## src/rtl/iq_issue_sel_pkg.sv

```systemverilog
// Shared types for the issue stage: decoded-op layout, functional-unit class
// and register-field accessors that hide the "used" flags from callers.
package iq_issue_sel_pkg;

  localparam int REG_W = 5;
  localparam int TAG_W = 8;

  typedef logic [REG_W-1:0] reg_idx_t;

  typedef enum logic [1:0] {
    FU_ALU = 2'd0,
    FU_MUL = 2'd1,
    FU_LSU = 2'd2
  } fu_class_t;

  typedef struct packed {
    fu_class_t fu_class;
    logic      dst_used;
    reg_idx_t  dst;
    logic      src_a_used;
    reg_idx_t  src_a;
    logic      src_b_used;
    reg_idx_t  src_b;
  } dec_inst_t;

  typedef struct packed {
    logic [TAG_W-1:0] tag;
    dec_inst_t        dec_inst;
  } iq_entry_t;

  function automatic fu_class_t fu_class_of(input iq_entry_t e);
    return e.dec_inst.fu_class;
  endfunction

  // An unused register field reads as r0, which never creates a hazard.
  function automatic reg_idx_t dst_of(input iq_entry_t e);
    return e.dec_inst.dst_used ? e.dec_inst.dst : '0;
  endfunction

  function automatic reg_idx_t src_a_of(input iq_entry_t e);
    return e.dec_inst.src_a_used ? e.dec_inst.src_a : '0;
  endfunction

  function automatic reg_idx_t src_b_of(input iq_entry_t e);
    return e.dec_inst.src_b_used ? e.dec_inst.src_b : '0;
  endfunction

endpackage

```

## src/rtl/iss_hazard_chk.sv

```systemverilog
// Pairwise RAW/WAW check across the visible head slots; hz[k] is set when
// slot k depends on, or overwrites the destination of, any older slot.
module iss_hazard_chk
  import iq_issue_sel_pkg::*;
#(
  parameter int EXT_COUNT = 4
) (
  input  reg_idx_t [EXT_COUNT-1:0] dst,
  input  reg_idx_t [EXT_COUNT-1:0] src_a,
  input  reg_idx_t [EXT_COUNT-1:0] src_b,
  output logic     [EXT_COUNT-1:0] hz
);

  // The oldest slot has nothing older to conflict with, so its sources are idle.
  logic unused_src0;
  assign unused_src0 = ^{src_a[0], src_b[0]};

  always_comb begin
    hz = '0;
    for (int k = 1; k < EXT_COUNT; k++) begin
      for (int j = 0; j < k; j++) begin
        if ((dst[j] != '0) &&
            ((dst[j] == src_a[k]) || (dst[j] == src_b[k]) || (dst[j] == dst[k]))) begin
          hz[k] = 1'b1;
        end
      end
    end
  end

endmodule

```

## src/rtl/iq_issue_sel.sv

```systemverilog
// In-order issue select: takes the longest issuable prefix of the queue head,
// drives the queue extract handshake and registers ops onto ALU/MUL/LSU ports.
module iq_issue_sel
  import iq_issue_sel_pkg::*;
#(
  parameter int EXT_COUNT    = 4,
  parameter int ALU_COUNT    = 2,
  parameter int MUL_LAT      = 3,
  parameter int EXTCOUNTLOG2 = $clog2(EXT_COUNT),
  parameter int MULCNTW      = $clog2(MUL_LAT + 1)
) (
  input  logic                               clock,
  input  logic                               reset_n,
  input  logic                               flush,
  input  logic      [EXT_COUNT-1:0]          head_valid,
  input  iq_entry_t [EXT_COUNT-1:0]          head_elements,
  input  logic      [EXT_COUNT-1:0]          ops_ready,
  input  logic                               lsu_ready,
  output logic                               ext_enable,
  output logic      [EXTCOUNTLOG2-1:0]       ext_consumed,
  output logic      [ALU_COUNT-1:0]          alu_valid,
  output iq_entry_t [ALU_COUNT-1:0]          alu_op,
  output logic                               mul_valid,
  output iq_entry_t                          mul_op,
  output logic                               lsu_valid,
  output iq_entry_t                          lsu_op,
  output logic                               mul_busy
);

  reg_idx_t [EXT_COUNT-1:0] slot_dst;
  reg_idx_t [EXT_COUNT-1:0] slot_src_a;
  reg_idx_t [EXT_COUNT-1:0] slot_src_b;
  logic     [EXT_COUNT-1:0] hz;

  logic [MULCNTW-1:0] mul_cnt;

  int        n_sel;
  int        alu_used;
  logic      scan_on;
  logic      res_ok;
  logic      slot_ok;
  logic      mul_taken;
  logic      lsu_taken;

  logic      [ALU_COUNT-1:0] alu_v_nxt;
  iq_entry_t [ALU_COUNT-1:0] alu_op_nxt;
  iq_entry_t                 mul_op_nxt;
  iq_entry_t                 lsu_op_nxt;

  always_comb begin
    for (int k = 0; k < EXT_COUNT; k++) begin
      slot_dst[k]   = dst_of(head_elements[k]);
      slot_src_a[k] = src_a_of(head_elements[k]);
      slot_src_b[k] = src_b_of(head_elements[k]);
    end
  end

  iss_hazard_chk #(
    .EXT_COUNT (EXT_COUNT)
  ) u_hazard (
    .dst   (slot_dst),
    .src_a (slot_src_a),
    .src_b (slot_src_b),
    .hz    (hz)
  );

  assign mul_busy = (mul_cnt != '0);

  // Prefix scan: the first slot that fails any check ends selection.
  always_comb begin
    n_sel      = 0;
    alu_used   = 0;
    scan_on    = 1'b1;
    res_ok     = 1'b0;
    slot_ok    = 1'b0;
    mul_taken  = 1'b0;
    lsu_taken  = 1'b0;
    alu_v_nxt  = '0;
    alu_op_nxt = alu_op;
    mul_op_nxt = mul_op;
    lsu_op_nxt = lsu_op;

    for (int k = 0; k < EXT_COUNT; k++) begin
      case (fu_class_of(head_elements[k]))
        FU_ALU:  res_ok = (alu_used < ALU_COUNT);
        FU_MUL:  res_ok = !mul_busy && !mul_taken;
        FU_LSU:  res_ok = lsu_ready && !lsu_taken;
        default: res_ok = 1'b0;
      endcase

      slot_ok = scan_on && head_valid[k] && ops_ready[k] && !hz[k] && res_ok;

      if (!slot_ok) begin
        scan_on = 1'b0;
      end else begin
        n_sel = n_sel + 1;
        case (fu_class_of(head_elements[k]))
          FU_ALU: begin
            for (int p = 0; p < ALU_COUNT; p++) begin
              if (p == alu_used) begin
                alu_v_nxt[p]  = 1'b1;
                alu_op_nxt[p] = head_elements[k];
              end
            end
            alu_used = alu_used + 1;
          end
          FU_MUL: begin
            mul_taken  = 1'b1;
            mul_op_nxt = head_elements[k];
          end
          FU_LSU: begin
            lsu_taken  = 1'b1;
            lsu_op_nxt = head_elements[k];
          end
          default: ;
        endcase
      end
    end
  end

  assign ext_enable   = reset_n && !flush && (n_sel != 0);
  assign ext_consumed = (n_sel == 0) ? '0 : EXTCOUNTLOG2'(n_sel - 1);

  always_ff @(posedge clock or negedge reset_n) begin
    if (!reset_n) begin
      alu_valid <= '0;
      mul_valid <= 1'b0;
      lsu_valid <= 1'b0;
      mul_cnt   <= '0;
    end else if (flush) begin
      // A flushed MUL is dropped, so the unit is free immediately.
      alu_valid <= '0;
      mul_valid <= 1'b0;
      lsu_valid <= 1'b0;
      mul_cnt   <= '0;
    end else begin
      alu_valid <= ext_enable ? alu_v_nxt : '0;
      mul_valid <= ext_enable && mul_taken;
      lsu_valid <= ext_enable && lsu_taken;
      if (ext_enable && mul_taken) begin
        mul_cnt <= MULCNTW'(MUL_LAT - 1);
      end else if (mul_cnt != '0) begin
        mul_cnt <= mul_cnt - MULCNTW'(1);
      end
    end
  end

  // Op payloads carry no reset; ports that do not issue keep their last op.
  always_ff @(posedge clock) begin
    if (ext_enable) begin
      alu_op <= alu_op_nxt;
      mul_op <= mul_op_nxt;
      lsu_op <= lsu_op_nxt;
    end
  end

endmodule

```

## config.mk

```make
export PLATFORM = sky130hd
export DESIGN_NAME = iq_issue_sel
export DESIGN_NICKNAME = d
export VERILOG_FILES = /design/src/rtl/iq_issue_sel_pkg.sv /design/src/rtl/iss_hazard_chk.sv /design/src/rtl/iq_issue_sel.sv
export SDC_FILE = /design/constraint.sdc
export NUM_CORES = 1
export LEC_CHECK = 0
export ABC_AREA = 1
export BUFFER_PORTS_ARGS = -buffer_cell sky130_fd_sc_hd__buf_4
export CORE_MARGIN = 3
export CORE_UTILIZATION = 50
export DETAILED_ROUTE_END_ITERATION = 6
export PLACE_DENSITY = 0.91
export SYNTH_ARGS = -nofsm -noshare
export SYNTH_HDL_FRONTEND = slang
export SYNTH_SLANG_ARGS = --single-unit
```

## constraint.sdc

```tcl
create_clock -name clock -period 8.9 [get_ports clock]
set_input_delay 1.78 -clock clock [delete_from_list [all_inputs] [get_ports clock]]
set_output_delay 1.78 -clock clock [all_outputs]
set_load 0.1 [all_outputs]
```

# [Word-level counts from Yosys, hierarchy flattened]
# Index checks and enable logic that the tools add are counted.
[word_totals] reg_bits=118 output_inout_bits=120 elab_cells=243
[op_classes] add_sub_neg=7 magnitude_cmp=3 n_eq_ne=29 mux=101 reduce_logical=67
[ops] op="2-to-1 mux 28 bit" count=24
[ops] op="2-to-1 mux 56 bit" count=6
[ops] op="2-to-1 mux 32 bit" count=7
[ops] op="adder 32 x 2 -> 32 bit, second input constant" count=5
[ops] op="zero test 32 bit" count=4
[ops] op="== test 2 x 32 -> 1 bit, first input constant" count=3
[ops] op="less-than comparator 32 x 3 -> 1 bit, second input constant" count=3
[ops] op="== test 5 bit" count=18
[ops] op="2-to-1 mux 5 bit" count=10
[ops] op="2-to-1 mux 1 bit" count=38
[ops] op="nonzero test 32 bit" count=1
[ops] op="logical AND 1 bit" count=30
[ops] op="2-to-1 mux 2 bit" count=12
[ops] op="nonzero test 5 bit" count=3
[ops] op="logical OR 1 bit" count=12
[ops] op="case mux 1 bit (3 select lines)" count=4
[ops] op="zero test 1 bit" count=11
[ops] op="== test 2 x 1 -> 1 bit, second input constant" count=4
[ops] op="== test 2 bit, second input constant" count=4
[ops] op="zero test 2 bit" count=4
[ops] op="nonzero test 3 bit" count=1
[ops] op="nonzero test 2 bit" count=1
[ops] op="subtractor 2 x 1 -> 2 bit, second input constant" count=1
[ops] op="subtractor 2 bit, second input constant" count=1

# [Logic depth before layout (Yosys ltp)]
# Gate-level depths: netlist of run 1.
[logic_depth] word_depth=25 mapped_depth=33 depth_no_buf=30

# [By module]
# Synthesis of run 1 repeated with hierarchy kept, for this count alone.
[unflattened] hier_cells=1482 hier_area_um2=10667.7
[modules_own_cells] mod="iq_issue_sel" instances=1 cells_per_inst=1205 area_each_um2=9168.8
[modules_own_cells] mod="iss_hazard_chk" instances=1 cells_per_inst=277 area_each_um2=1498.9

# [Worst setup path after synthesis of run 1]
# No wires, ideal clock.
[synth_path] path_type="input port to output port" start="input head_valid[0]" end="output ext_enable" arrival_ns=7.609 setup_slack_ns=-0.489 stages=24 path_buffers=4 path_cell_list="nand2_1 > a21oi_1 > buf_4 > nand2_1 > inv_2 > nand2_1 > clkbuf_1 > inv_1 > clkbuf_1 > clkbuf_1 > ha_1 > nand3_1 > inv_1 > ha_1 > or2_2 > nand4_1 > nand3_1 > nand3_2 > nand2_1 > nand2_1 > nand2_2 > nand3_2 > nand2_1 > inv_1"
[synth_via] elab_chain_cells=20 word_cells_on_any_way=61 classes_between="add/sub (5); order compare (3); mux (25); reduce/logical (28)"
[synth_lines] element="start: declaration" line="iq_issue_sel.sv:15" source="input logic [EXT_COUNT-1:0] head_valid,"
[synth_lines] element="logical AND 1 bit (*) (2 in series)" line="iq_issue_sel.sv:91" source="slot_ok = scan_on && head_valid[k] && ops_ready[k] && !hz[k] && res_ok;"
[synth_lines] element="parallel branches: the longest is 15 deep, another holds less-than comparator 32 x 3 -> 1 bit"
[synth_lines] element="2-to-1 mux 32 bit (*)" line="iq_issue_sel.sv:93" source="if (!slot_ok) begin"
[synth_lines] element="nonzero test 32 bit (*)" line="iq_issue_sel.sv:121" source="assign ext_enable = reset_n && !flush && (n_sel != 0);"
[synth_lines] element="logical AND 1 bit (*)" line="iq_issue_sel.sv:121"
[synth_lines] element="end: declaration" line="iq_issue_sel.sv:19" source="output logic ext_enable,"
# Every way passes the cells marked *.

# [Worst setup path in the final report of run 1]
[layout_path] start="input head_elements[18] (netlist bit)" end="output ext_enable"
[layout_via] elab_chain_cells=21 word_cells_on_any_way=67 classes_between="add/sub (5); order compare (3); eq/ne (2); mux (29); reduce/logical (28)"
[layout_lines] element="start: declaration" line="iq_issue_sel.sv:16" source="input iq_entry_t [EXT_COUNT-1:0] head_elements,"
[layout_lines] element="parallel branches: the longest is 18 deep, another holds less-than comparator 32 x 3 -> 1 bit"
[layout_lines] element="2-to-1 mux 32 bit (*)" line="iq_issue_sel.sv:93"
[layout_lines] element="nonzero test 32 bit (*)" line="iq_issue_sel.sv:121"
[layout_lines] element="logical AND 1 bit (*)" line="iq_issue_sel.sv:121"
# Marks and branches as above.

==> impl_metrics.yaml, run 1 <==
setup_path:
  endpoint_kind: "output port"
  setup.worst_path.start_class: "input port"
  required_ps: 7120
  rr_worst_depth: 24
  path_class: "in2out"
  cp.arrival_ps: 6410
  cp_max_fo: 54
  reg2reg_slack_ps: 2250
clock_tree:
  hold_buffers: 0
  path_clk_slew_ps: 50
  cts_tree: "yes"
  cts_buffers: 17
  cts_buffer_depth: 2
  cts_setup_buffers: 0
  clk_latency_ps: 440
  htreeDepth: 4
  cts_resized: 0
  cts_sinks: 118
  cts_root_buf: "clkbuf_16"
timing:
  post-route-period-util_pct: 92.0
  fmax_ghz: 0.122
  hold_viol_final: 0
  slew_violations: 0
  finalCriticalPeriod_ps: 8190
  fin_worst_skew_ps: 18.9
  rsz0062_at_grt: "no"
  fin_tns_setup_ps: 0
  tightestPinTransition_ps: 1090
  slew_headroom_pct: 27.3
  setup_violations: 0
  fin_ws_ps: 713
power_and_ir_drop:
  p_leak_nw: 5.55
  peakVddDrop_uv: 119
  power_mw: 1.75
  power_density_nw_per_um2: 142
final_layout:
  utilization_pct: 64.8
  final_common_cell: "nand2_1"
  layout_common_cells: "nand2_1 (322), buf_4 (259), nand3_1 (188)"
  fin_nets: 1690
  area_growth_pct: 24.7
  antennaDiodeCount: 0
  fill_cells: 1604
  drive_above_1_share_pct: 21.7
detailed_routing:
  drtPass1Iterations: 7
  routedWlPerCell_um: 20.8
  antenna_left: 0
  drt_iter0_drc: 2023
  avgViaCountPerCell: 6.33
  wirelength_um: 38100
  vias: 11575
  drc: 0
floorplanning:
  dieWidth_um: 147
  core.rowCount: 50
  fp.dieArea_sq_um: 21500
  start_util_pct: 51.9
  coreArea_sq_um: 19100
  io_pins: 244
  dieHeight_um: 147
status:
  status: "finished clean"
min_path:
  worstHoldPathType: "reg2reg"
  holdPathStages: 2
yosys:
  synth.distinct_cells: 43
  synth_nets: 1508
  ys_ff_latch: 118
  postSynthCellCount: 1375
  async_flop_share_pct: 5.08
  syn_area_sq_um: 9910
  synth_edf_count: 112
  syn_area_per_cell_sq_um: 7.21
  synth-main-ff-cell: "edfxtp_1"
  ys_warn_count: 0
  synth-seq-area-share_pct: 35.5
placed_design:
  dp_slack_ps: 876
  dpl.hpwl_um: 26500
  gp_congestion: 0.992
  portBuffers: 243
grt:
  grt_antenna_before_repair: 0
  grtUsageTotal_pct: 34.2
  grt_pass1_wl_um: 59300
  grt_start_max_net_pins: 58
  grt_pass1_vias: 10815
  grt_remaining_overflow: 0
flow_run:
  cap_violations: 0
Yosys cell counts (29+ instances only):
library cell / count / share of area [%]
edfxtp_1: 112 / 34
xor2_1: 29 / 2.6
nor2_1: 59 / 2.2
clkbuf_1: 64 / 2.4
o21ai_1: 52 / 2.6
o211ai_1: 104 / 7.9
nand2_1: 324 / 12
o21ai_0: 135 / 6.8
xnor2_1: 33 / 2.9
inv_1: 99 / 3.8
nand3_1: 188 / 9.5
routing by layer:
layer	vias to the layer above	wire length [um]	GRT usage, %
li1	5154	-	-
met4	0	2010	16.5
met1	5210	13800	45.2
met3	187	5440	8.70
met5	-	0	0
met2	1024	16900	52.5
worst max-delay path: stages:
cell and delay, ps:
buf_4 240, inv_1 90, nand2_1 70, nand2_1 70, nand2_1 90, inv_2 420
nand2_2 520, inv_1 150, buf_4 400, ha_1 230, nand3_1 210, nand2_2 150
nand3_4 140, nand3b_4 480, nand3_2 160, nand3_2 180, nand2_1 100, nand2_1 70
nand2_1 60, inv_1 80, nand3_2 80, nand2_1 200, clkinvlp_4 160, buf_4 250
logic make-up (layout without fill, tap and decap cells):
| logic type | after synthesis | after routing | share of synthesized area [%] |
|---|---|---|---|
| xor+xnor | 62 | 62 | 5.48 |
| buf+inv | 209 | 404 | 8.55 |
| compound gates | 345 | 345 | 20.6 |
| fa+ha+maj | 9 | 9 | 1.14 |
| simple gates | 632 | 632 | 28.7 |
| flops | 118 | 118 | 35.5 |
where the power goes:
part | internal (mW) | switching [mW]
Clock | 0.418 | 0.257
Combinational | 0.134 | 0.307
Sequential | 0.625 | 0.0104
Total | 1.18 | 0.574
state kept, by name, summed over array words and instances, names as in the netlist:
register / cells
alu_op: 56
lsu_op: 28
mul_op: 28
alu_valid: 2
mul_cnt: 2
lsu_valid: 1
mul_valid: 1
final timing paths:
| path | endpoint | start |
|---|---|---|
| max | ext_enable | head_elements[18] |
| min | mul_cnt[1]$_DFFE_PN0P_ | mul_cnt[1]$_DFFE_PN0P_ |
| max reg2reg | mul_op[10]$_DFFE_PP_ | mul_cnt[0]$_DFFE_PN0P_ |
| min reg2reg | mul_cnt[1]$_DFFE_PN0P_ | mul_cnt[1]$_DFFE_PN0P_ |
| max in group asynchronous | mul_cnt[0]$_DFFE_PN0P_ | reset_n |
| min in group asynchronous | lsu_valid$_DFF_PN0_ | reset_n |
stage by stage:
| stage | std cells | hold WS, ps | area, sq um |
|---|---|---|---|
| final | 1830 | 519 | 12400 |
| after global routing | 1830 | 532 | 12400 |
| after CTS | 1830 | 516 | 12400 |
| after detailed placement | 1798 | 503 | 11800 |
| after global placement | 1798 | 458 | 11800 |
| after floorplan | 1375 | 441 | 9910 |
cell type report:
cell class	count	area, sq um	area share [%]
multi-input cells	1048	5570	45.0
flip-flops and latches	118	3510	28.4
repair buffers	259	1940	15.7
clock buffers	27	546	4.42
inverters	113	428	3.46
well taps	260	325	2.63
clock inverters	5	33.8	0.273
(Power assumes the default switching activity.)
==> run 2: changes to the inputs <==
Settings changed: MAX_ROUTING_LAYER set to met4.
==> impl_metrics.yaml, run 2 (synthesis results as in run 1) <==
floorplanning:
  dieWidth_um: 147
  coreArea_sq_um: 19100
  dieHeight_um: 147
  core.rowCount: 50
  start_util_pct: 51.9
  fp.dieArea_sq_um: 21500
  io_pins: 244
detailed_routing:
  antenna_left: 0
  avgViaCountPerCell: 6.40
  drt_iter0_drc: 2002
  top_layer: "met4"
  dr_wl_met2_um: 17300
  wirelength_um: 39100
  vias: 11702
  met3_length_um: 5420
  wl_met1_um: 14500
  drc: 0
  routedWlPerCell_um: 21.4
  drtPass1Iterations: 7
power_and_ir_drop:
  p_leak_nw: 5.56
  peakVddDrop_uv: 124
  power_mw: 1.81
  power_density_nw_per_um2: 146
setup_path:
  setup.worst_path.start_class: "input port"
  cp_max_fo: 54
  path_class: "in2out"
  required_ps: 7120
  path_common_cell: "nand2_1"
  cp_slowest_stage_delay_ps: 560
  slowest_stage: "nand3b_4"
  endpoint_kind: "output port"
  crit_chain: "buf_4 > a21oi_2 > nand2_1 > nor2_1 > nand2_1 > inv_2 > nand2_1 > inv_1 > ha_1 > nand3_1 > nor2_2 > nand3b_4 > nand3_2 > nand2_1 > nand2_1 > nand2_1 > o21ai_2 > nand3_2 > nand2_1 > clkinvlp_4 > buf_4"
  cp.arrival_ps: 6250
timing:
  rsz0062_at_grt: "no"
  slew_violations: 0
  finalCriticalPeriod_ps: 8030
  fmax_ghz: 0.124
  slew_headroom_pct: 24.3
  setup_violations: 0
  hold_viol_final: 0
  fin_tns_setup_ps: 0
  post-route-period-util_pct: 90.3
  fin_worst_skew_ps: 6.81
  tightestPinTransition_ps: 1130
grt:
  grt_pass1_vias: 10684
  grt_remaining_overflow: 0
  grt_start_max_net_pins: 58
  grt_antenna_before_repair: 0
  grt_pass1_wl_um: 60000
  grtUsageTotal_pct: 35.8
final_layout:
  top_register: "alu_op"
  fill_cells: 1631
  drive_above_1_share_pct: 21.7
  area_growth_pct: 25.0
  utilization_pct: 64.9
  fin_nets: 1689
  antennaDiodeCount: 0
  multi_input_area_sq_um: 5570
  layout_common_cells: "nand2_1 (322), buf_4 (258), nand3_1 (188)"
  largest_reg_flops: 56
  reg.largest.list: "alu_op x56, lsu_op x28, mul_op x28"
  final_common_cell: "nand2_1"
  regArea_sq_um: 3510
  instances_no_fill: 1829
min_path:
  worstHoldPathType: "reg2reg"
clock_tree:
  cts_tree: "yes"
  hold_buffers: 0
  htreeDepth: 4
  cts_buffer_depth: 2
  cts_root_buf: "clkbuf_16"
  cts_setup_buffers: 0
  cts_sinks: 118
  cts_buffers: 17
  clk_latency_ps: 430
  cts_resized: 0
  path_clk_slew_ps: 60
placed_design:
  portBuffers: 243
  dpl.hpwl_um: 26900
  gp_congestion: 0.976
  dp.cells: 1797
flow_run:
  cap_violations: 0
status:
  status: "finished clean"
-- run 2: changes by cell type in the layout (fill, tap and decap cells not counted), sizes merged --
cell / before / now
clkbuf: 27 / 19
bufinv: 0 / 4
clkinv: 3 / 6
buf: 259 / 258
inv: 112 / 113
-- run 2: per-layer routing --
metal	vias up	global-route usage, %
met2	1006	52.9
li1	5162	-
met4	0	14.8
met5	-	-
met3	193	8.98
met1	5341	47.2
-- run 2: power breakdown --
group	internal, mW	switching [mW]
sequential	0.625	0.00978
combinational	0.133	0.310
clock	0.467	0.268
total	1.23	0.588
-- run 2: worst max-delay path, delay by kind of cell --
family                   cells  cell delay (ps)
AND/OR/NAND/NOR             13             2580
buffers and inverters        5              940
AO/OA/AOI/OAI                2              720
adder cells (fa/ha/maj)      1              210
-- run 2: area by class of cell --
type | instances | share of cell area [%]
multi-input combinational | 1048 | 44.9
inverter | 113 | 3.46
clock buffer | 19 | 3.50
sequential | 118 | 28.4
tap | 260 | 2.63
clock inverter | 13 | 1.46
timing repair buffer | 258 | 15.6
-- run 2: worst paths after layout --
check	start	end	slack, ps	cells past startpoint
max	head_elements[18]	ext_enable	870	21
min reg2reg	mul_cnt[0]$_DFFE_PN0P_	mul_cnt[0]$_DFFE_PN0P_	480	2
max reg2reg	mul_cnt[0]$_DFFE_PN0P_	lsu_op[11]$_DFFE_PP_	2360	25
min	mul_cnt[0]$_DFFE_PN0P_	mul_cnt[0]$_DFFE_PN0P_	480	2
max in group asynchronous	reset_n	alu_valid[1]$_DFF_PN0_	7630	1
min in group asynchronous	reset_n	mul_cnt[0]$_DFFE_PN0P_	1160	1
-- run 2: stage by stage --
step | area [sq um] | setup WS, ps | hold slack, ps
after detailed placement | 11800 | 1020 | 462
after CTS | 12400 | 1000 | 476
after floorplan | 9910 | 234 | 441
after global routing | 12400 | 505 | 517
after global placement | 11800 | 1170 | 458
final | 12400 | 866 | 476
